## config.mk

```make
export PLATFORM = sky130hd
export DESIGN_NAME = io_out_demux_flat
export DESIGN_NICKNAME = d
export VERILOG_FILES = /design/src/rtl/io_out_demux_if.sv /design/src/rtl/io_out_demux.sv /design/src/flat_wrapper.sv
export SDC_FILE = /design/constraint.sdc
export NUM_CORES = 1
export LEC_CHECK = 0
export ABC_AREA = 1
export CELL_PAD_IN_SITES_DETAIL_PLACEMENT = 1
export CELL_PAD_IN_SITES_GLOBAL_PLACEMENT = 2
export CORE_MARGIN = 3
export CORE_UTILIZATION = 23
export DETAILED_ROUTE_END_ITERATION = 7
export PLACE_DENSITY_LB_ADDON = 0.1
export SETUP_SLACK_MARGIN = 0.3
export SLEW_MARGIN = 20
export SYNTH_ARGS = -nofsm -noshare
export SYNTH_HDL_FRONTEND = slang
export SYNTH_SLANG_ARGS = --single-unit
export TNS_END_PERCENT = 50
```

## constraint.sdc

```tcl
create_clock -name CLK -period 1.16 [get_ports CLK]
set_input_delay 0.116 -clock CLK [delete_from_list [all_inputs] [get_ports CLK]]
set_output_delay 0.116 -clock CLK [all_outputs]
set_load 0.01 [all_outputs]
```

## src/rtl/io_out_demux_if.sv

```systemverilog
// CPU OUT-port bus toward the output demux, plus the per-channel peripheral
// handshake and status lines.
interface io_out_demux_if #(
  parameter int n = 8
);
  logic         IO_STRB;
  logic [7:0]   PORT_ID;
  logic [n-1:0] OUT_PORT;
  logic [3:0]   ACK;
  logic [3:0]   OVR_CLR;
  logic [n-1:0] D0;
  logic [n-1:0] D1;
  logic [n-1:0] D2;
  logic [n-1:0] D3;
  logic [3:0]   VALID;
  logic [3:0]   OVR;
  logic [3:0]   MISS_CNT;

  modport master (
    output IO_STRB, PORT_ID, OUT_PORT, ACK, OVR_CLR,
    input  D0, D1, D2, D3, VALID, OVR, MISS_CNT
  );

  modport slave (
    input  IO_STRB, PORT_ID, OUT_PORT, ACK, OVR_CLR,
    output D0, D1, D2, D3, VALID, OVR, MISS_CNT
  );
endinterface

```

## src/rtl/io_out_demux.sv

```systemverilog
// Captures OUT-instruction writes into four registered output channels, each
// with a valid/ack handshake and sticky overrun flag, plus an unmapped-ID counter.
module io_out_demux #(
  parameter int         n     = 8,
  parameter logic [7:0] P0_ID = 8'h40,
  parameter logic [7:0] P1_ID = 8'h41,
  parameter logic [7:0] P2_ID = 8'h42,
  parameter logic [7:0] P3_ID = 8'h43
) (
  input logic         CLK,
  input logic         RST_N,
  io_out_demux_if.slave bus
);

  typedef enum logic {
    EMPTY = 1'b0,
    FULL  = 1'b1
  } chan_state_t;

  chan_state_t  state_q [4];
  chan_state_t  state_d [4];
  logic [n-1:0] data_q  [4];
  logic [n-1:0] data_d  [4];
  logic [7:0]   ids     [4];
  logic [3:0]   hit;
  logic         taken;
  logic [3:0]   ovr_q;
  logic [3:0]   ovr_d;
  logic [3:0]   ovr_set;
  logic [3:0]   valid;
  logic [3:0]   miss_q;

  assign ids[0] = P0_ID;
  assign ids[1] = P1_ID;
  assign ids[2] = P2_ID;
  assign ids[3] = P3_ID;

  // Lowest index wins if parameter IDs collide, so at most one hit per cycle.
  always_comb begin
    hit   = '0;
    taken = 1'b0;
    if (bus.IO_STRB) begin
      for (int unsigned i = 0; i < 4; i++) begin
        if (!taken && bus.PORT_ID == ids[i]) begin
          hit[i] = 1'b1;
          taken  = 1'b1;
        end
      end
    end
  end

  always_comb begin
    ovr_set = '0;
    ovr_d   = ovr_q;
    for (int unsigned i = 0; i < 4; i++) begin
      state_d[i] = state_q[i];
      data_d[i]  = data_q[i];
      unique case (state_q[i])
        EMPTY: begin
          if (hit[i]) begin
            state_d[i] = FULL;
            data_d[i]  = bus.OUT_PORT;
          end
        end
        FULL: begin
          // A write with a same-cycle ACK counts the old data as consumed.
          if (hit[i]) begin
            data_d[i]  = bus.OUT_PORT;
            ovr_set[i] = !bus.ACK[i];
          end else if (bus.ACK[i]) begin
            state_d[i] = EMPTY;
          end
        end
        default: state_d[i] = EMPTY;
      endcase
      if (ovr_set[i])
        ovr_d[i] = 1'b1;
      else if (bus.OVR_CLR[i])
        ovr_d[i] = 1'b0;
    end
  end

  always_ff @(posedge CLK or negedge RST_N) begin
    if (!RST_N) begin
      for (int unsigned i = 0; i < 4; i++) begin
        state_q[i] <= EMPTY;
        data_q[i]  <= '0;
      end
      ovr_q  <= '0;
      miss_q <= '0;
    end else begin
      for (int unsigned i = 0; i < 4; i++) begin
        state_q[i] <= state_d[i];
        data_q[i]  <= data_d[i];
      end
      ovr_q <= ovr_d;
      if (bus.IO_STRB && !taken && miss_q != 4'hF)
        miss_q <= miss_q + 4'd1;
    end
  end

  always_comb begin
    valid = '0;
    for (int unsigned i = 0; i < 4; i++)
      valid[i] = (state_q[i] == FULL);
  end

  assign bus.D0       = data_q[0];
  assign bus.D1       = data_q[1];
  assign bus.D2       = data_q[2];
  assign bus.D3       = data_q[3];
  assign bus.VALID    = valid;
  assign bus.OVR      = ovr_q;
  assign bus.MISS_CNT = miss_q;

endmodule

```

## src/flat_wrapper.sv

```systemverilog
// flat-port wrapper written by rule: the top's interface ports become plain ports
module io_out_demux_flat 
#(
  parameter int         n     = 8,
  parameter logic [7:0] P0_ID = 8'h40,
  parameter logic [7:0] P1_ID = 8'h41,
  parameter logic [7:0] P2_ID = 8'h42,
  parameter logic [7:0] P3_ID = 8'h43
)
  (CLK, RST_N, bus_IO_STRB, bus_PORT_ID, bus_OUT_PORT, bus_ACK, bus_OVR_CLR, bus_D0, bus_D1, bus_D2, bus_D3, bus_VALID, bus_OVR, bus_MISS_CNT);
  io_out_demux_if #(.n(n)) bus_i ();
  input logic CLK;
  input logic RST_N;
  input wire logic [$bits(bus_i.IO_STRB)-1:0] bus_IO_STRB;
  input wire logic [$bits(bus_i.PORT_ID)-1:0] bus_PORT_ID;
  input wire logic [$bits(bus_i.OUT_PORT)-1:0] bus_OUT_PORT;
  input wire logic [$bits(bus_i.ACK)-1:0] bus_ACK;
  input wire logic [$bits(bus_i.OVR_CLR)-1:0] bus_OVR_CLR;
  output wire logic [$bits(bus_i.D0)-1:0] bus_D0;
  output wire logic [$bits(bus_i.D1)-1:0] bus_D1;
  output wire logic [$bits(bus_i.D2)-1:0] bus_D2;
  output wire logic [$bits(bus_i.D3)-1:0] bus_D3;
  output wire logic [$bits(bus_i.VALID)-1:0] bus_VALID;
  output wire logic [$bits(bus_i.OVR)-1:0] bus_OVR;
  output wire logic [$bits(bus_i.MISS_CNT)-1:0] bus_MISS_CNT;
  assign bus_i.IO_STRB = bus_IO_STRB;
  assign bus_i.PORT_ID = bus_PORT_ID;
  assign bus_i.OUT_PORT = bus_OUT_PORT;
  assign bus_i.ACK = bus_ACK;
  assign bus_i.OVR_CLR = bus_OVR_CLR;
  assign bus_D0 = bus_i.D0;
  assign bus_D1 = bus_i.D1;
  assign bus_D2 = bus_i.D2;
  assign bus_D3 = bus_i.D3;
  assign bus_VALID = bus_i.VALID;
  assign bus_OVR = bus_i.OVR;
  assign bus_MISS_CNT = bus_i.MISS_CNT;
  io_out_demux #(.n(n), .P0_ID(P0_ID), .P1_ID(P1_ID), .P2_ID(P2_ID), .P3_ID(P3_ID)) u_core (.CLK(CLK), .RST_N(RST_N), .bus(bus_i));
endmodule
```

==> flow_metrics.py <==
metrics = {
    "yosys": {
        "synth_seq_cells": 44,
        "synth.top_cells.by_count": "85 x nand2_1, 44 x dfrtp_1, 30 x nand3_1",
        "synth.top_cell.area_share_pct": 55.5,
        "ys_seq_area_share_pct": 55.5,
        "syn_inst": 227,
        "synthArstFlopShare_pct": 100,
        "netlist_top_cells_area": "dfrtp_1 56%, nand2_1 16%, nand3_1 7.6%",
        "syn_nets": 255,
        "synth_simple_gate_area_share_pct": 31.4,
        "synth_top_family_by_area": "simple AND/OR/NAND/NOR gates",
        "synth_fa_ha_area_share_pct": 0.631,
        "ys.flop_type": "dfrtp_1",
        "postSynthAreaPerCell_um2": 8.74,
        "yosysMostFrequentCell": "nand2_1",
        "yosysWarnings": 0,
        "synth_compound_area_share_pct": 5.24,
        "synth_xor_area_share_pct": 0.883,
        "synth_top_area_cell": "dfrtp_1",
        "synth-edff-count": 0,
        "synth_mux_area_share_pct": 0,
        "yosysUniqueCellTypes": 18,
        "synth_area_um2": 1980,
    },
    "critical_path": {
        "endpoint_kind": "flop",
        "crit_path_cell_trace": "buf_6 -> ha_4 -> nand3_2 -> nand2_1 -> inv_2 -> nand2_4 -> nand2_2 -> o21ai_1",
        "crit_family": "flip-flops",
        "critPathSlowestCell": "dfrtp_1",
        "crit_buf_inv": 2,
        "crit_required_ns": 1.35,
        "critPathLaunchType": "flop",
        "endpoint": "u_core.bus.MISS_CNT[2]",
        "worstReg2RegEnd": "u_core.bus.MISS_CNT[2]",
        "reg2regPathDepth": 8,
        "crit_cells": 8,
        "crit_start": "u_core.bus.MISS_CNT[0]",
        "slowest_delay_ns": 0.40,
        "crit-reg2reg-launch": "u_core.bus.MISS_CNT[0]",
        "crit_type": "flop to flop",
        "cp_max_fo": 6,
        "reg2reg_slack_ns": 0.02,
        "arrival_ns": 1.33,
    },
    "power": {
        "power_density_nw_per_um2": 1120,
        "leakagePower_nw": 1.77,
        "ir_drop_uv": 640,
        "p_total_w": 0.00368,
    },
    "floorplanning": {
        "pin_count": 71,
        "rows": 33,
        "die_w_um": 98.9,
        "dieArea_um2": 9770,
        "core_area_um2": 8300,
        "fp.dieH_um": 98.9,
        "start_util_pct": 23.9,
    },
    "detailed_routing": {
        "routedWlPerCell_um": 14.7,
        "route.detailed.drc": 0,
        "totalWireLength_um": 6570,
        "vias": 1908,
        "via_per_inst": 4.28,
        "drtPass1Iterations": 4,
        "drt_iter0_markers": 31,
        "ant_nets": 0,
    },
    "placement": {
        "dp_hpwl_um": 4260,
        "portBuffers": 70,
        "gp_congestion": 0.697,
        "placed_cell_area_um2": 2910,
    },
    "final_layout": {
        "fin_util_pct": 39.4,
        "drive_gt1_share_pct": 40.8,
        "final_area_um2": 3270,
        "antenna_cells": 0,
        "num-nets-final": 368,
        "syn_to_final_growth_pct": 64.9,
    },
    "clocking": {
        "clock-sinks": 44,
        "clock_latency_ns": 0.30,
        "cts-buffers-inserted": 5,
        "cts_tree": "yes",
        "clockBufferDepth": 2,
        "cts_max_level": 2,
        "cts.clk_slew.worst_paths_ns": 0.09,
        "root_buffer": "clkbuf_8",
    },
    "global_routing": {
        "gr-total-overflow": 0,
        "grt_max_degree": 45,
        "gr-usage-all-layers_pct": 13.5,
        "grt_pass1_wl_um": 10500,
        "antenna_found_initial": 0,
        "grt_pass1_vias": 1972,
    },
    "sta": {
        "finalCriticalPeriod_ns": 1.14,
        "skew_ns": 0.000741,
        "tightestPinTransition_ns": 0.265,
        "fmax_ghz": 0.879,
        "tns_ns": 0,
        "setup_viol": 0,
        "rsz0062_at_grt": "yes",
        "finalMaxSlewViolations": 0,
        "finalCritPeriodShare_pct": 98.1,
        "slew_headroom_pct": 82.3,
        "hold_viol_final": 0,
    },
    "outcome": {
        "outcome": "finished clean",
    },
    "min_path": {
        "hold_class": "primary input to flop",
    },
    "job": {
        "drv_cap": 0,
    },
}
worst register-to-register path, delay by kind of cell, from the launching register on:
kind                       cells  cell delay [ns]
and+or+nand+nor                4             0.23
AOI/OAI and AO/OA              1             0.05
DFF                            1             0.40
adders and majority gates      1             0.15
buffers and inverters          2             0.19
sequential cells by signal (all words and copies together) (netlist names):
signal	count
u_core.bus.VALID	4
u_core.bus.D1	8
u_core.bus.OVR	4
u_core.bus.D2	8
u_core.bus.D0	8
u_core.bus.MISS_CNT	4
u_core.bus.D3	8
layer usage:
layer	track usage, %	routed length, µm	vias to the layer above
met2	20.4	3100	49
met5	0	0	-
li1	-	-	950
met1	19.4	3070	904
met4	2.84	56	0
met3	3.47	344	5
cells in the final DEF (no fill, tap or decap), types with 2 or more instances in the layout:
cell,instances
o21ai_1,2
inv_1,21
inv_2,6
nand3_2,5
clkbuf_8,6
clkinvlp_4,2
xnor2_1,2
nor2_1,3
buf_2,39
nand3_4,8
nor2_4,11
buf_12,5
buf_6,9
nand3_1,26
buf_4,25
dfrtp_1,44
nand2_4,3
nand2_2,8
o21ai_2,9
o21ai_0,3
dlymetal6s2s_1,8
nand2_1,74
clkdlybuf4s50_1,16
kinds of logic (layout without fill, tap and decap cells):
group	count (synthesis)	after routing
AO/OA/AOI/OAI	14	14
XOR/XNOR	2	2
adder cells (fa/ha/maj)	1	1
buffers and inverters	31	140
flip-flops	44	44
AND/OR/NAND/NOR	135	140
through the flow:
step	std cells	hold WS (ns)	worst slack, ns
2_1_floorplan	227	-0.180	0.0406
3_3_place_gp	410	0.119	-0.356
3_5_place_dp	410	0.116	-0.359
4_1_cts	432	0.328	0.00938
5_1_grt	446	0.284	-0.0512
6_report	446	0.262	0.0218
layout make-up:
cell class              count  area, µm²
fillers                  1003       5030
flip-flops and latches     44       1100
repair buffers            104        860
clock inverters             2       15.0
clock buffers               6       82.6
multi-input cells         157        976
inverters                  28        105
well taps                 105        131
what timing repair did:
| action | in CTS | in global routing |
|---|---|---|
| setup buffers | 12 | 10 |
| hold endpoints to repair | 44 | 0 |
| pin swaps | 2 | 15 |
| gates resized for setup | 185 | 54 |
| hold buffers | 1 | 0 |
| gates cloned | 1 | 4 |
| endpoints found under the setup margin | 88 | 88 |
worst min path at each step:
stage	startpoint	end	slack [ns]	cells past startpoint
after detailed placement	RST_N	u_core.bus.VALID[3]	0.12	2
after floorplan	RST_N	u_core.bus.D0[0]	-0.18	0
after global routing	bus_PORT_ID[5]	u_core.bus.OVR[3]	0.28	4
after global placement	RST_N	u_core.bus.OVR[3]	0.12	2
after CTS	RST_N	u_core.bus.D0[0]	0.33	3
final	bus_PORT_ID[7]	u_core.bus.D0[2]	0.26	6
power breakdown:
group | switching (W) | internal [W]
Clock | 0.000550 | 0.000483
Combinational | 0.000451 | 0.000480
Sequential | 0.0000741 | 0.00164
Total | 0.00108 | 0.00260
(Power assumes the default switching activity.)
